==> src/rtl/axi_rd_pkg.sv <==
`default_nettype none
// ============================================================================
// Module      : axi_rd_pkg
// Description : Shared constants and FSM state type for the AXI4 read burst
//               master and its burst splitter.
// Revision    : 1.0 - initial release
// ============================================================================
package axi_rd_pkg;

    localparam logic [1:0] AXI_BURST_INCR = 2'b01;
    localparam logic [1:0] AXI_RESP_OKAY  = 2'b00;
    localparam int         BOUNDARY_4K    = 4096;

    typedef enum logic [1:0] {
        IDLE  = 2'd0,
        ISSUE = 2'd1,
        WAIT  = 2'd2,
        DONE  = 2'd3
    } RdState_t;

endpackage
`default_nettype wire

==> src/rtl/axi_burst_splitter.sv <==
`default_nettype none
// ============================================================================
// Module      : axi_burst_splitter
// Description : Combinational size of the next INCR burst:
//               min(remaining, MAX_BURST_BEATS, beats left before 4 KB page end)
// Ports       : addr_lo   - low 12 bits of the current (aligned) byte address
//               remaining - beats still to be requested for the command
//               beats     - beats for the next burst (1..256 when remaining>0)
// Revision    : 1.0 - initial release
// ============================================================================
module axi_burst_splitter
    import axi_rd_pkg::*;
#(
    parameter int AXI_DATA_WIDTH  = 64,
    parameter int LEN_WIDTH       = 20,
    parameter int MAX_BURST_BEATS = 256
) (
    input  logic [11:0]          addr_lo,
    input  logic [LEN_WIDTH-1:0] remaining,
    output logic [8:0]           beats
);

    localparam int                   c_SIZE_LOG2 = $clog2(AXI_DATA_WIDTH / 8);
    localparam logic [LEN_WIDTH-1:0] c_MAX_LW    = LEN_WIDTH'(MAX_BURST_BEATS);
    localparam logic [8:0]           c_MAX_9     = 9'(MAX_BURST_BEATS);

    logic [12:0] w_to_4k;
    logic [8:0]  w_cap;

    always_comb begin
        // 13 bits hold 4096 exactly, so the distance to the page end never wraps
        w_to_4k = (13'(BOUNDARY_4K) - {1'b0, addr_lo}) >> c_SIZE_LOG2;
        w_cap   = (remaining > c_MAX_LW) ? c_MAX_9 : remaining[8:0];
        beats   = ({4'd0, w_cap} <= w_to_4k) ? w_cap : w_to_4k[8:0];
    end

endmodule
`default_nettype wire

==> src/rtl/axi_rd_burst_master.sv <==
`default_nettype none
// ============================================================================
// Module      : axi_rd_burst_master
// Description : AXI4 read master. Splits one linear read command into INCR
//               bursts (no 4 KB crossing, <= MAX_BURST_BEATS), keeps up to
//               MAX_OUTSTANDING bursts in flight and forwards R data in order
//               onto an AXI-Stream output.
// Ports       : aclk/areset          - clock, synchronous active-high reset
//               cmd_*                - command (addr, beat count) handshake
//               done / err           - completion pulse / sticky RRESP error
//               m_axi_ar* / m_axi_r* - AXI4 read address and data channels
//               m_axis_*             - AXI-Stream read data output
// Revision    : 1.0 - initial release
// ============================================================================
module axi_rd_burst_master
    import axi_rd_pkg::*;
#(
    parameter int AXI_ID_WIDTH    = 4,
    parameter int AXI_DATA_WIDTH  = 64,
    parameter int AXI_ADDR_WIDTH  = 32,
    parameter int LEN_WIDTH       = 20,
    parameter int MAX_BURST_BEATS = 256,
    parameter int MAX_OUTSTANDING = 4,
    parameter int AXI_ID          = 0
) (
    input  logic                      aclk,
    input  logic                      areset,
    input  logic                      cmd_valid,
    output logic                      cmd_ready,
    input  logic [AXI_ADDR_WIDTH-1:0] cmd_addr,
    input  logic [LEN_WIDTH-1:0]      cmd_nbeats,
    output logic                      done,
    output logic                      err,
    output logic [AXI_ID_WIDTH-1:0]   m_axi_arid,
    output logic [AXI_ADDR_WIDTH-1:0] m_axi_araddr,
    output logic [7:0]                m_axi_arlen,
    output logic [2:0]                m_axi_arsize,
    output logic [1:0]                m_axi_arburst,
    output logic                      m_axi_arlock,
    output logic [3:0]                m_axi_arcache,
    output logic [2:0]                m_axi_arprot,
    output logic [3:0]                m_axi_arqos,
    output logic                      m_axi_arvalid,
    input  logic                      m_axi_arready,
    input  logic [AXI_ID_WIDTH-1:0]   m_axi_rid,
    input  logic [AXI_DATA_WIDTH-1:0] m_axi_rdata,
    input  logic [1:0]                m_axi_rresp,
    input  logic                      m_axi_rlast,
    input  logic                      m_axi_rvalid,
    output logic                      m_axi_rready,
    output logic [AXI_DATA_WIDTH-1:0] m_axis_tdata,
    output logic                      m_axis_tlast,
    output logic                      m_axis_tvalid,
    input  logic                      m_axis_tready
);

    localparam int                        c_SIZE_LOG2  = $clog2(AXI_DATA_WIDTH / 8);
    localparam int                        c_OUT_W      = $clog2(MAX_OUTSTANDING + 1);
    localparam logic [c_OUT_W-1:0]        c_OUT_MAX    = c_OUT_W'(MAX_OUTSTANDING);
    localparam logic [AXI_ADDR_WIDTH-1:0] c_ALIGN_MASK = AXI_ADDR_WIDTH'((1 << c_SIZE_LOG2) - 1);

    RdState_t                  r_state;
    logic                      r_cmd_ready;
    logic                      r_done;
    logic                      r_err;
    logic [AXI_ADDR_WIDTH-1:0] r_addr;
    logic [LEN_WIDTH-1:0]      r_remaining;
    logic [LEN_WIDTH-1:0]      r_nbeats;
    logic [LEN_WIDTH-1:0]      r_received;
    logic [c_OUT_W-1:0]        r_outstanding;
    logic                      r_arvalid;
    logic [AXI_ADDR_WIDTH-1:0] r_araddr;
    logic [7:0]                r_arlen;
    logic [8:0]                r_ar_beats;

    logic [8:0] w_beats;
    logic       w_active;
    logic       w_ar_hs;
    logic       w_r_hs;
    logic       w_last_beat;
    logic       w_unused_rid;

    axi_burst_splitter #(
        .AXI_DATA_WIDTH  (AXI_DATA_WIDTH),
        .LEN_WIDTH       (LEN_WIDTH),
        .MAX_BURST_BEATS (MAX_BURST_BEATS)
    ) u_splitter (
        .addr_lo   (r_addr[11:0]),
        .remaining (r_remaining),
        .beats     (w_beats)
    );

    assign w_active     = (r_state == ISSUE) || (r_state == WAIT);
    assign w_ar_hs      = r_arvalid && m_axi_arready;
    assign w_r_hs       = m_axi_rvalid && m_axi_rready;
    // tlast follows the command beat count, not the slave's rlast
    assign w_last_beat  = (r_received + LEN_WIDTH'(1)) == r_nbeats;
    assign w_unused_rid = ^m_axi_rid;

    assign cmd_ready     = r_cmd_ready;
    assign done          = r_done;
    assign err           = r_err;

    assign m_axi_arid    = AXI_ID_WIDTH'(AXI_ID);
    assign m_axi_araddr  = r_araddr;
    assign m_axi_arlen   = r_arlen;
    assign m_axi_arsize  = 3'(c_SIZE_LOG2);
    assign m_axi_arburst = AXI_BURST_INCR;
    assign m_axi_arlock  = 1'b0;
    assign m_axi_arcache = 4'd0;
    assign m_axi_arprot  = 3'd0;
    assign m_axi_arqos   = 4'd0;
    assign m_axi_arvalid = r_arvalid;

    assign m_axis_tdata  = m_axi_rdata;
    assign m_axis_tlast  = w_last_beat;
    assign m_axis_tvalid = m_axi_rvalid && w_active;
    assign m_axi_rready  = m_axis_tready && w_active;

    always_ff @(posedge aclk) begin
        if (areset) begin
            r_state       <= IDLE;
            r_cmd_ready   <= 1'b0;
            r_done        <= 1'b0;
            r_err         <= 1'b0;
            r_addr        <= '0;
            r_remaining   <= '0;
            r_nbeats      <= '0;
            r_received    <= '0;
            r_outstanding <= '0;
            r_arvalid     <= 1'b0;
            r_araddr      <= '0;
            r_arlen       <= '0;
            r_ar_beats    <= '0;
        end else begin
            r_done <= 1'b0;

            if (w_r_hs) begin
                r_received <= r_received + LEN_WIDTH'(1);
                if (m_axi_rresp != AXI_RESP_OKAY) begin
                    r_err <= 1'b1;
                end
            end

            case ({w_ar_hs, w_r_hs && m_axi_rlast})
                2'b10:   r_outstanding <= r_outstanding + c_OUT_W'(1);
                2'b01:   r_outstanding <= r_outstanding - c_OUT_W'(1);
                default: ;
            endcase

            case (r_state)
                IDLE: begin
                    if (cmd_valid && r_cmd_ready) begin
                        r_cmd_ready <= 1'b0;
                        r_err       <= 1'b0;
                        r_addr      <= cmd_addr & ~c_ALIGN_MASK;
                        r_remaining <= cmd_nbeats;
                        r_nbeats    <= cmd_nbeats;
                        r_received  <= '0;
                        if (cmd_nbeats == '0) begin
                            r_state <= DONE;
                            r_done  <= 1'b1;
                        end else begin
                            r_state <= ISSUE;
                        end
                    end else begin
                        // First idle cycle after reset raises ready here
                        r_cmd_ready <= 1'b1;
                    end
                end

                ISSUE: begin
                    if (w_ar_hs) begin
                        r_arvalid   <= 1'b0;
                        r_addr      <= r_addr + (AXI_ADDR_WIDTH'(r_ar_beats) << c_SIZE_LOG2);
                        r_remaining <= r_remaining - LEN_WIDTH'(r_ar_beats);
                        if (r_remaining == LEN_WIDTH'(r_ar_beats)) begin
                            r_state <= WAIT;
                        end
                    end else if (!r_arvalid && (r_outstanding < c_OUT_MAX)) begin
                        // Fields are loaded together with arvalid and held until accepted
                        r_arvalid  <= 1'b1;
                        r_araddr   <= r_addr;
                        r_arlen    <= 8'(w_beats - 9'd1);
                        r_ar_beats <= w_beats;
                    end
                end

                WAIT: begin
                    if (w_r_hs && w_last_beat) begin
                        r_state <= DONE;
                        r_done  <= 1'b1;
                    end
                end

                DONE: begin
                    r_state     <= IDLE;
                    r_cmd_ready <= 1'b1;
                end

                default: r_state <= IDLE;
            endcase
        end
    end

endmodule
`default_nettype wire
==> config.mk <==
export PLATFORM = sky130hd
export DESIGN_NAME = axi_rd_burst_master
export DESIGN_NICKNAME = d
export VERILOG_FILES = /design/src/rtl/axi_rd_pkg.sv /design/src/rtl/axi_burst_splitter.sv /design/src/rtl/axi_rd_burst_master.sv
export SDC_FILE = /design/constraint.sdc
export NUM_CORES = 1
export LEC_CHECK = 0
export ABC_CLOCK_PERIOD_IN_PS = 4650
export CAP_MARGIN = 20
export CORE_MARGIN = 3
export CORE_UTILIZATION = 39
export CTS_BUF_LIST = sky130_fd_sc_hd__clkbuf_8
export CTS_CLUSTER_DIAMETER = 50
export DETAILED_ROUTE_END_ITERATION = 8
export GPL_TIMING_DRIVEN = 1
export PLACE_DENSITY = 0.67
export SLEW_MARGIN = 25
export SYNTH_ARGS = -nofsm -noshare
export SYNTH_HDL_FRONTEND = slang
export SYNTH_SLANG_ARGS = --single-unit
==> constraint.sdc <==
create_clock -name aclk -period 4.65 [get_ports aclk]
set_input_delay 0.465 -clock aclk [delete_from_list [all_inputs] [get_ports aclk]]
set_output_delay 0.465 -clock aclk [all_outputs]
set_load 0.05 [all_outputs]
* After elaboration in Yosys (flattened, before gate mapping)
Cells that the tools add are included.
Storage, ports and cells: logic and storage cells 87, bits of input ports 129, register bits 150
Operators by class: $add $sub $neg 7, mux-type cells 30, equality and inequality tests 11, reductions and logical operators 22, bitwise logic cells 1, magnitude comparators 3
Operators with widths (number):
- 2-to-1 mux 20 bit | 5
- 2-to-1 mux 32 bit | 2
- one-hot mux 32 bit (2 select lines) | 1
- one-hot mux 20 bit (2 select lines) | 1
- adder 32 x 12 -> 32 bit | 1
- adder 20 x 1 -> 20 bit, second input constant | 1
- == test 20 bit | 1
- == test 20 x 9 -> 1 bit | 1
- > comparator 20 x 9 -> 1 bit, second input constant | 1
- logical NOT 20 bit | 1
- subtractor 20 x 9 -> 20 bit | 1
- 2-to-1 mux 9 bit | 2
- subtractor 13 x 12 -> 13 bit, first input constant | 1
- less-or-equal comparator 9 x 10 -> 1 bit | 1
- 2-to-1 mux 1 bit | 10
- 2-to-1 mux 2 bit | 5
- nonzero test 2 bit | 5
- logical AND 1 bit | 8
- one-hot mux 2 bit (4 select lines) | 1
- subtractor 8 x 1 -> 8 bit, second input constant | 1
- == test 2 bit, second input constant | 3
- one-hot mux 3 bit (2 select lines) | 1
- AND reduction 3 bit | 2
- == test 2 x 1 -> 1 bit, second input constant | 2
- other kinds (12) | 16

* Longest topological paths before layout
Gate-level depths: netlist of the first run.
depth after elaboration 7, gate-level depth with buffers 19, depth with buffers taken out 19

* Modules after synthesis
From an unflattened synthesis of the first run, not the netlist that was laid out.
Unflattened totals: cell total of the unflattened synthesis 1179, area total of the unflattened synthesis 9117.5 µm²
Modules (own cells, without submodules):
- axi_rd_burst_master | cells an instance 1100, instances 1, seq. area each 2882.8 µm², area an instance 8545.7 µm²
- axi_burst_splitter | cells an instance 79, instances 1, seq. area each 0.0 µm², area an instance 571.8 µm²

* Worst setup path before layout of the first run
Ideal clock, no wire load.
kind register to register, from register r_remaining[9], to register r_arlen[6], in the netlist m_axi_arlen[6], data arrival time 4.106 ns, stages on the path, launching flop included 14, setup slack 0.428 ns, clock period less this slack 4.222 ns, path buffers 0, data required time 4.534 ns, cells stage by stage dfxtp_1 -> or4_1 -> nor4_2 -> nand3_1 -> a21oi_2 -> and2_1 -> ha_1 -> nand4_1 -> o311a_1 -> nor3_2 -> mux2_2 -> ha_1 -> mux4_2 -> a41o_1
Between the ends: word-level cells in the longest chain between the ends 5
RTL lines:
- from (decl) | line axi_rd_burst_master.sv:67 | logic [LEN_WIDTH-1:0] r_remaining;
- from (signal assigned) | line axi_rd_burst_master.sv:157 | r_remaining <= cmd_nbeats;
- from (signal assigned) | line axi_rd_burst_master.sv:176 | r_remaining <= r_remaining - LEN_WIDTH'(r_ar_beats);
- > comparator 20 x 9 -> 1 bit (*) | line axi_burst_splitter.sv:33 | w_cap = (remaining > c_MAX_LW) ? c_MAX_9 : remaining[8:0];
- 2-to-1 mux 9 bit (*) | line axi_burst_splitter.sv:33
- less-or-equal comparator 9 x 10 -> 1 bit | line axi_burst_splitter.sv:34 | beats = ({4'd0, w_cap} <= w_to_4k) ? w_cap : w_to_4k[8:0];
- 2-to-1 mux 9 bit (*) | line axi_burst_splitter.sv:34
- subtractor 8 x 1 -> 8 bit (*) | line axi_rd_burst_master.sv:184 | r_arlen <= 8'(w_beats - 9'd1);
- to (signal assigned) | line axi_rd_burst_master.sv:184
- to (decl) | line axi_rd_burst_master.sv:73 | logic [7:0] r_arlen;
Every way passes the cells marked *; elsewhere a longest branch is shown, timed or not. A chain may end at the register's enable or synchronous reset.

* Worst setup path after layout of the first run
Ends and elaborated chain as after synthesis.

==> results.md, run 1 <==
- Power share of the clock group: 15.7%
- Worst path required time: 5020 ps
- Psw: 3.51 mW
- Port-buffer cells: 101
- Syn Inst Count: 1186
- Sw frac: 47.8%
- Max cap viols: 0
- Post-Synthesis Cell Area: 9160 um^2
- Most common cell after layout, fill and taps aside: nand2_1
- Layout cells sized above 1: 5.19%
- Slew margin rel.: 40.8%
- Clk sinks: 144
- Worst min path class: reg2reg
- CP startpoint kind: flop
- Finished Layout Cells: 1508
- Initial Util: 40.1%
- Hold Buf Count CTS: 0
- First-pass GRT wire length: 39700 um
- Initial antenna violation count: 0
- Number of CTS-inserted buffers: 17
- WL final: 24200 um
- First drt pass iteration count: 5
- Iteration-0 DRC Markers: 584
- Area of the multi-input gates: 5330 um^2
- Logic gate share of total power: 57.8%
- Netlist cell types: 74
- Fillers: 2345
- Max Clk Rate: 231 MHz
- DRC Markers: 0
- Critical path start-end classification: reg2reg
- Dpl hpwl: 17200 um
- Gr usage total: 18.8%
- Layout area overhead: 12.0%
- CTS tree: built
- # IOs: 261
- Crit-path cells: or4_1, nor4_4, nand3_1, a21oi_2, and2_1, ha_1, nand4_1, o311a_1, nor3_2, mux2i_1, ha_2, mux4_2, a41o_1
- Leak: 3.55 nW
- GP Congestion: 0.867
- Total Power: 7.35 mW
- N_diodes: 0
- Routed vias/inst: 5.38
- CTS Root Buffer Type: clkbuf_8
- CTS H-tree depth: 4
- Post-layout min period: 4320 ps
- Die width: 159 um
- CP Capture Type: flop
- TNS Setup: 0 ps
- Nets: 1350
- Crit-path slowest cell: or4_1
- Worst R2R Path Depth: 13
- Cell internal pwr: 3.84 mW
- Synth area leaders: dfxtp_1 31%, buf_4 7.5%, nand2_1 7.0%
- Cell Pwr Density: 717 nW/um^2
- Top cell type's share of synthesized area: 31.5%
- Async set-reset flop share out of synthesis: 0%
- Main synth FF type: dfxtp_1
- Buf/Inv on CP: 0
- Final setup viols: 0
- Commonest non-fill, non-tap cells in the layout: 171 x nand2_1, 144 x dfxtp_1, 108 x a21oi_1
- Number of synthesis warnings: 0
- Crit path largest cell delay: 590 ps
- Clk_lat worst skew: 480 ps
- Status: finished, final reports clean
- Clock Path Buffers: 2
- Slew of the pin with the lowest slew margin: 888 ps
- WL/cell: 16.1 um
- FP Rows: 55
- CP Depth: 13
- FF/Latch Area: 2880 um^2
- Clock-pin slew on the worst setup and hold paths: 80 ps
- Yosys reg bits: 144
- Critical path arrival: 4700 ps
- Core Region: 22800 um^2
- Sequential-to-total area share from yosys stat: 31.5%
- Die Y: 159 um
- Pin count of the biggest net entering global routing: 84
- Final Hold Fails: 0
- Die area: 25400 um^2
- Number of global-route vias before repair: 7758
- Hold path cells: 2
- WHS: 451 ps
- Final Skew: 17.2 ps
- Dominant cell type by area after synthesis: dfxtp_1
- Post-route ant nets: 0
- Seq pwr share: 26.6%
- Final Util: 44.9%
- Largest delay contributor family on the critical path: simple AND/OR/NAND/NOR gates
- Gr ovfl total: 0
- EDFF count, synth: 0
- Fin. max-slew vios: 0
- Crit share post-route: 93.0%
- CP max FO: 7
- Vias: 8114
- Peak supply drop: 0.353 mV
- Post-placement cell count: 1476
- Synth Area per Inst: 7.72 um^2
- Unrepaired setup endpoints after global routing: false
[cell type report]
cell class,instances,area share [%]
Clock inverter,13,1.79
Inverter,38,1.39
Tap cell,313,3.82
Multi-Input combinational cell,872,51.9
Sequential cell,144,28.1
Clock buffer,19,2.55
Timing Repair Buffer,109,10.4
[per-layer routing]
layer / wire length, um / track usage, % / up-vias
li1: - / - / 4053
met3: 1430 / 4.08 / 26
met5: 0 / 0 / -
met4: 320 / 4.74 / 0
met2: 11100 / 30.6 / 229
met1: 11400 / 25.3 / 3806
[tightest hold or removal path, cell delays in order, from the launching register on]
cell and delay, ps:
dfxtp_1 310, inv_1 50, a21oi_1 50
[path summary, 6_finish.rpt]
check,from,end,slack (ps)
setup / recovery,r_remaining[9],m_axi_arlen[6],330
hold / removal,err,err,450
setup reg to reg,r_remaining[9],m_axi_arlen[6],330
hold reg to reg,err,err,450
[power groups by stage]
stage                     logic, mW  registers, mW  clock network (mW)
after floorplan                3.21           2.07                   0
final                          4.25           1.95                1.15
after detailed placement       4.20           1.97                   0
after global placement         4.14           1.96                   0
after global routing           4.72           2.00                1.22
after CTS                      4.22           1.94                1.17
[kinds of logic after synthesis]
| family | synth area share [%] |
|---|---|
| AO/OA/AOI/OAI | 19.8 |
| buffers and inverters | 11.6 |
| other | 0.0820 |
| AND/OR/NAND/NOR | 23.2 |
| adder cells (fa/ha/maj) | 5.57 |
| XOR/XNOR | 6.02 |
| multiplexers | 2.28 |
| flip-flops | 31.5 |
[cell usage after synthesis (all sizes together), types with 7 or more instances]
master and n:
xor2 19, ha 36, clkbuf 55, o21bai 7
nor4 22, nand2b 11, a211oi 47, nand4 12
xnor2 44, dfxtp 144, nand2 171, inv 38
a21oi 110, and3 10, o21ai 42, and2 12
nor2 91, or3 15, nor3 34, o211ai 11
nand3 31, buf 99, nor2b 10, mux2i 16
a311oi 8
[per-stage QoR]
| step | area [um^2] | setup slack, ps |
|---|---|---|
| 2_1_floorplan | 9240 | 428 |
| 3_3_place_gp | 9800 | 366 |
| 3_5_place_dp | 9800 | 293 |
| 4_1_cts | 10200 | 256 |
| 5_1_grt | 10300 | 51.4 |
| 6_report | 10300 | 326 |
[flip-flops by register name, summed over array words and instances (netlist names)]
| signal | flops |
|---|---|
| m_axi_araddr | 29 |
| r_addr | 29 |
| r_nbeats | 20 |
| r_received | 20 |
| r_remaining | 20 |
| r_ar_beats | 9 |
| m_axi_arlen | 8 |
| r_outstanding | 3 |
| r_state | 2 |
| cmd_ready | 1 |
| done | 1 |
| err | 1 |
| m_axi_arvalid | 1 |
[what timing repair did]
action                                  CTS  global route
endpoints found under the setup margin    0             2
hold endpoints to repair                  0             0
gates resized for setup                   0             2
setup buffers                             0             0
Note: power is estimated with default switching activity, not from simulation.
==> inputs of run 2 (changes only) <==
CORE_MARGIN = unset   (was 3)
==> results.md, run 2 (synthesis gave the netlist of run 1 again) <==
- DRC Markers: 0 (unchanged)
- Critical path start-end classification: reg2reg
- TNS Setup: 0 ps (unchanged)
- Most common cell after layout, fill and taps aside: nand2_1
- Leak: 3.54 nW (-0.37%)
- Slew margin rel.: 36.7% (-4.1 points)
- Gr ovfl total: 0 (unchanged)
- Worst min path class: reg2reg
- Critical path arrival: 4710 ps (about the same)
- Clk sinks: 144 (unchanged)
- WL final: 24200 um (-0.27%)
- Core Region: 22800 um^2 (unchanged)
- CTS H-tree depth: 4 (unchanged)
- Fillers: 2378 (+1.4%)
- Status: finished, final reports clean
- Final setup viols: 0 (unchanged)
- CTS Root Buffer Type: clkbuf_8
- Power share of the clock group: 15.0% (-0.7 points)
- Clk_lat worst skew: 460 ps (-20 ps)
- Iteration-0 DRC Markers: 552 (-5.5%)
- Die Y: 155 um (-2.5%)
- R2r startpoint: r_remaining[9]
- WHS: 451 ps (-0.135 ps)
- Number of global-route vias before repair: 7619 (-1.8%)
- Peak supply drop: 0.317 mV (-10%)
- Worst path required time: 5010 ps (about the same)
- Final Hold Fails: 0 (unchanged)
- Nets: 1351 (+0.074%)
- WL/cell: 16.0 um (-0.34%)
- Dpl hpwl: 17300 um (+0.25%)
- Clock Path Buffers: 2 (unchanged)
- FP Rows: 55 (unchanged)
- Area of the multi-input gates: 5330 um^2 (unchanged)
- First drt pass iteration count: 4 (-1)
- Die area: 24100 um^2 (-5.0%)
- N_diodes: 0 (unchanged)
- Slew of the pin with the lowest slew margin: 950 ps (+61.9 ps)
- CTS tree: built
- Layout cells sized above 1: 5.43% (+0.25 points)
- Clock-pin slew on the worst setup and hold paths: 90 ps (about the same)
- Post-layout min period: 4360 ps (+32.2 ps)
- Gr usage total: 20.1% (+1.4 points)
- R2r endpoint: m_axi_arlen[6]
- Post-CTS setup buffer count: 0 (unchanged)
- Unrepaired setup endpoints after global routing: false
- Crit share post-route: 93.7% (+0.69 points)
- Hold path cells: 2 (unchanged)
- Cell internal pwr: 3.78 mW (-1.6%)
- Logic gate share of total power: 58.3% (+0.5 points)
- CP Capture Type: flop
- Sw frac: 48.6% (+0.83 points)
- Layout area overhead: 11.8% (about the same)
- Final Skew: 15.4 ps (-1.79 ps)
- Max Clk Rate: 230 MHz (-0.74%)
- Vias: 8193 (+0.97%)
- GP Congestion: 0.863 (-0.42%)
- Seq pwr share: 26.6% (about the same)
- Fin. max-slew vios: 0 (unchanged)
- Post-route ant nets: 0 (unchanged)
- Max cap viols: 0 (unchanged)
- CP max FO: 7 (unchanged)
- Number of CTS-inserted buffers: 17 (unchanged)
- CP startpoint kind: flop
- Hold Buf Count CTS: 0 (unchanged)
- FF/Latch Area: 2880 um^2 (unchanged)
- Worst R2R Path Depth: 13 (unchanged)
- Port-buffer cells: 101 (unchanged)
- Die width: 155 um (-2.5%)
- Initial antenna violation count: 0 (unchanged)
- Hold Path End: err
- Commonest non-fill, non-tap cells in the layout: 171 x nand2_1, 144 x dfxtp_1, 108 x a21oi_1
- HP Start: err
- Cell Pwr Density: 717 nW/um^2 (about the same)
- # IOs: 261 (unchanged)
- First-pass GRT wire length: 38800 um (-2.2%)
- Post-cts resize count: 0 (unchanged)
- Routed vias/inst: 5.43 (+0.91%)
- Setup slack, reg-to-reg: 290 ps (-30 ps)
- Pin count of the biggest net entering global routing: 88 (+4.8%)
- Initial Util: 40.1% (unchanged)
- Final Util: 44.8% (about the same)
- Psw: 3.57 mW (+1.7%)
[run 2: stage by stage]
step	setup slack [ps]	cells	area, um^2	power (mW)
after detailed placement	248	1477	9810	6.19
after global placement	369	1477	9810	6.12
after floorplan	428	1208	9240	5.28
after global routing	101	1509	10200	7.89
final	294	1509	10200	7.35
after CTS	209	1509	10200	7.32
[run 2: worst max-delay path, cell delays in order (launching register included)]
cell	delay, ps
dfxtp_1	370
or4_1	600
nor4_4	230
nand3_1	210
a21oi_2	280
and2_1	240
ha_1	170
nand4_1	160
o311a_1	410
nor3_2	260
mux2i_1	290
ha_2	290
mux4_2	510
a41o_1	240
[run 2: area by class of cell]
| class | count | share of cell area, % |
|---|---|---|
| Sequential cell | 144 | 28.1 |
| Timing Repair Buffer | 110 | 10.5 |
| Tap cell | 313 | 3.82 |
| Clock buffer | 17 | 2.28 |
| Multi-Input combinational cell | 872 | 52.0 |
| Clock inverter | 15 | 1.89 |
| Inverter | 38 | 1.39 |
[run 2: worst max path at each step]
stage,cells after the start,start,endpoint
CTS,13,r_remaining[9],m_axi_arlen[6]
detailed placement,13,r_remaining[9],m_axi_arlen[6]
finish,13,r_remaining[9],m_axi_arlen[6]
global route,13,r_remaining[9],m_axi_arlen[6]
global placement,13,r_remaining[9],m_axi_arlen[6]
floorplan,13,r_remaining[9],m_axi_arlen[6]
[run 2: metal layers]
metal  vias up  part of all wire, %  GRT usage (%)
met5         -                    0              0
met4         0                  1.7           6.96
met3        34                  5.7           3.87
met2       226                   46           32.5
met1      3877                   47           26.8
li1       4056                    -              -
[run 2: power by group through the flow]
| stage | logic, mW | registers [mW] | clock network, mW |
|---|---|---|---|
| 6_report | 4.29 | 1.96 | 1.11 |
| 3_5_place_dp | 4.22 | 1.97 | 0 |
| 5_1_grt | 4.69 | 2.01 | 1.19 |
| 4_1_cts | 4.25 | 1.94 | 1.13 |
| 2_1_floorplan | 3.21 | 2.07 | 0 |
| 3_3_place_gp | 4.16 | 1.96 | 0 |
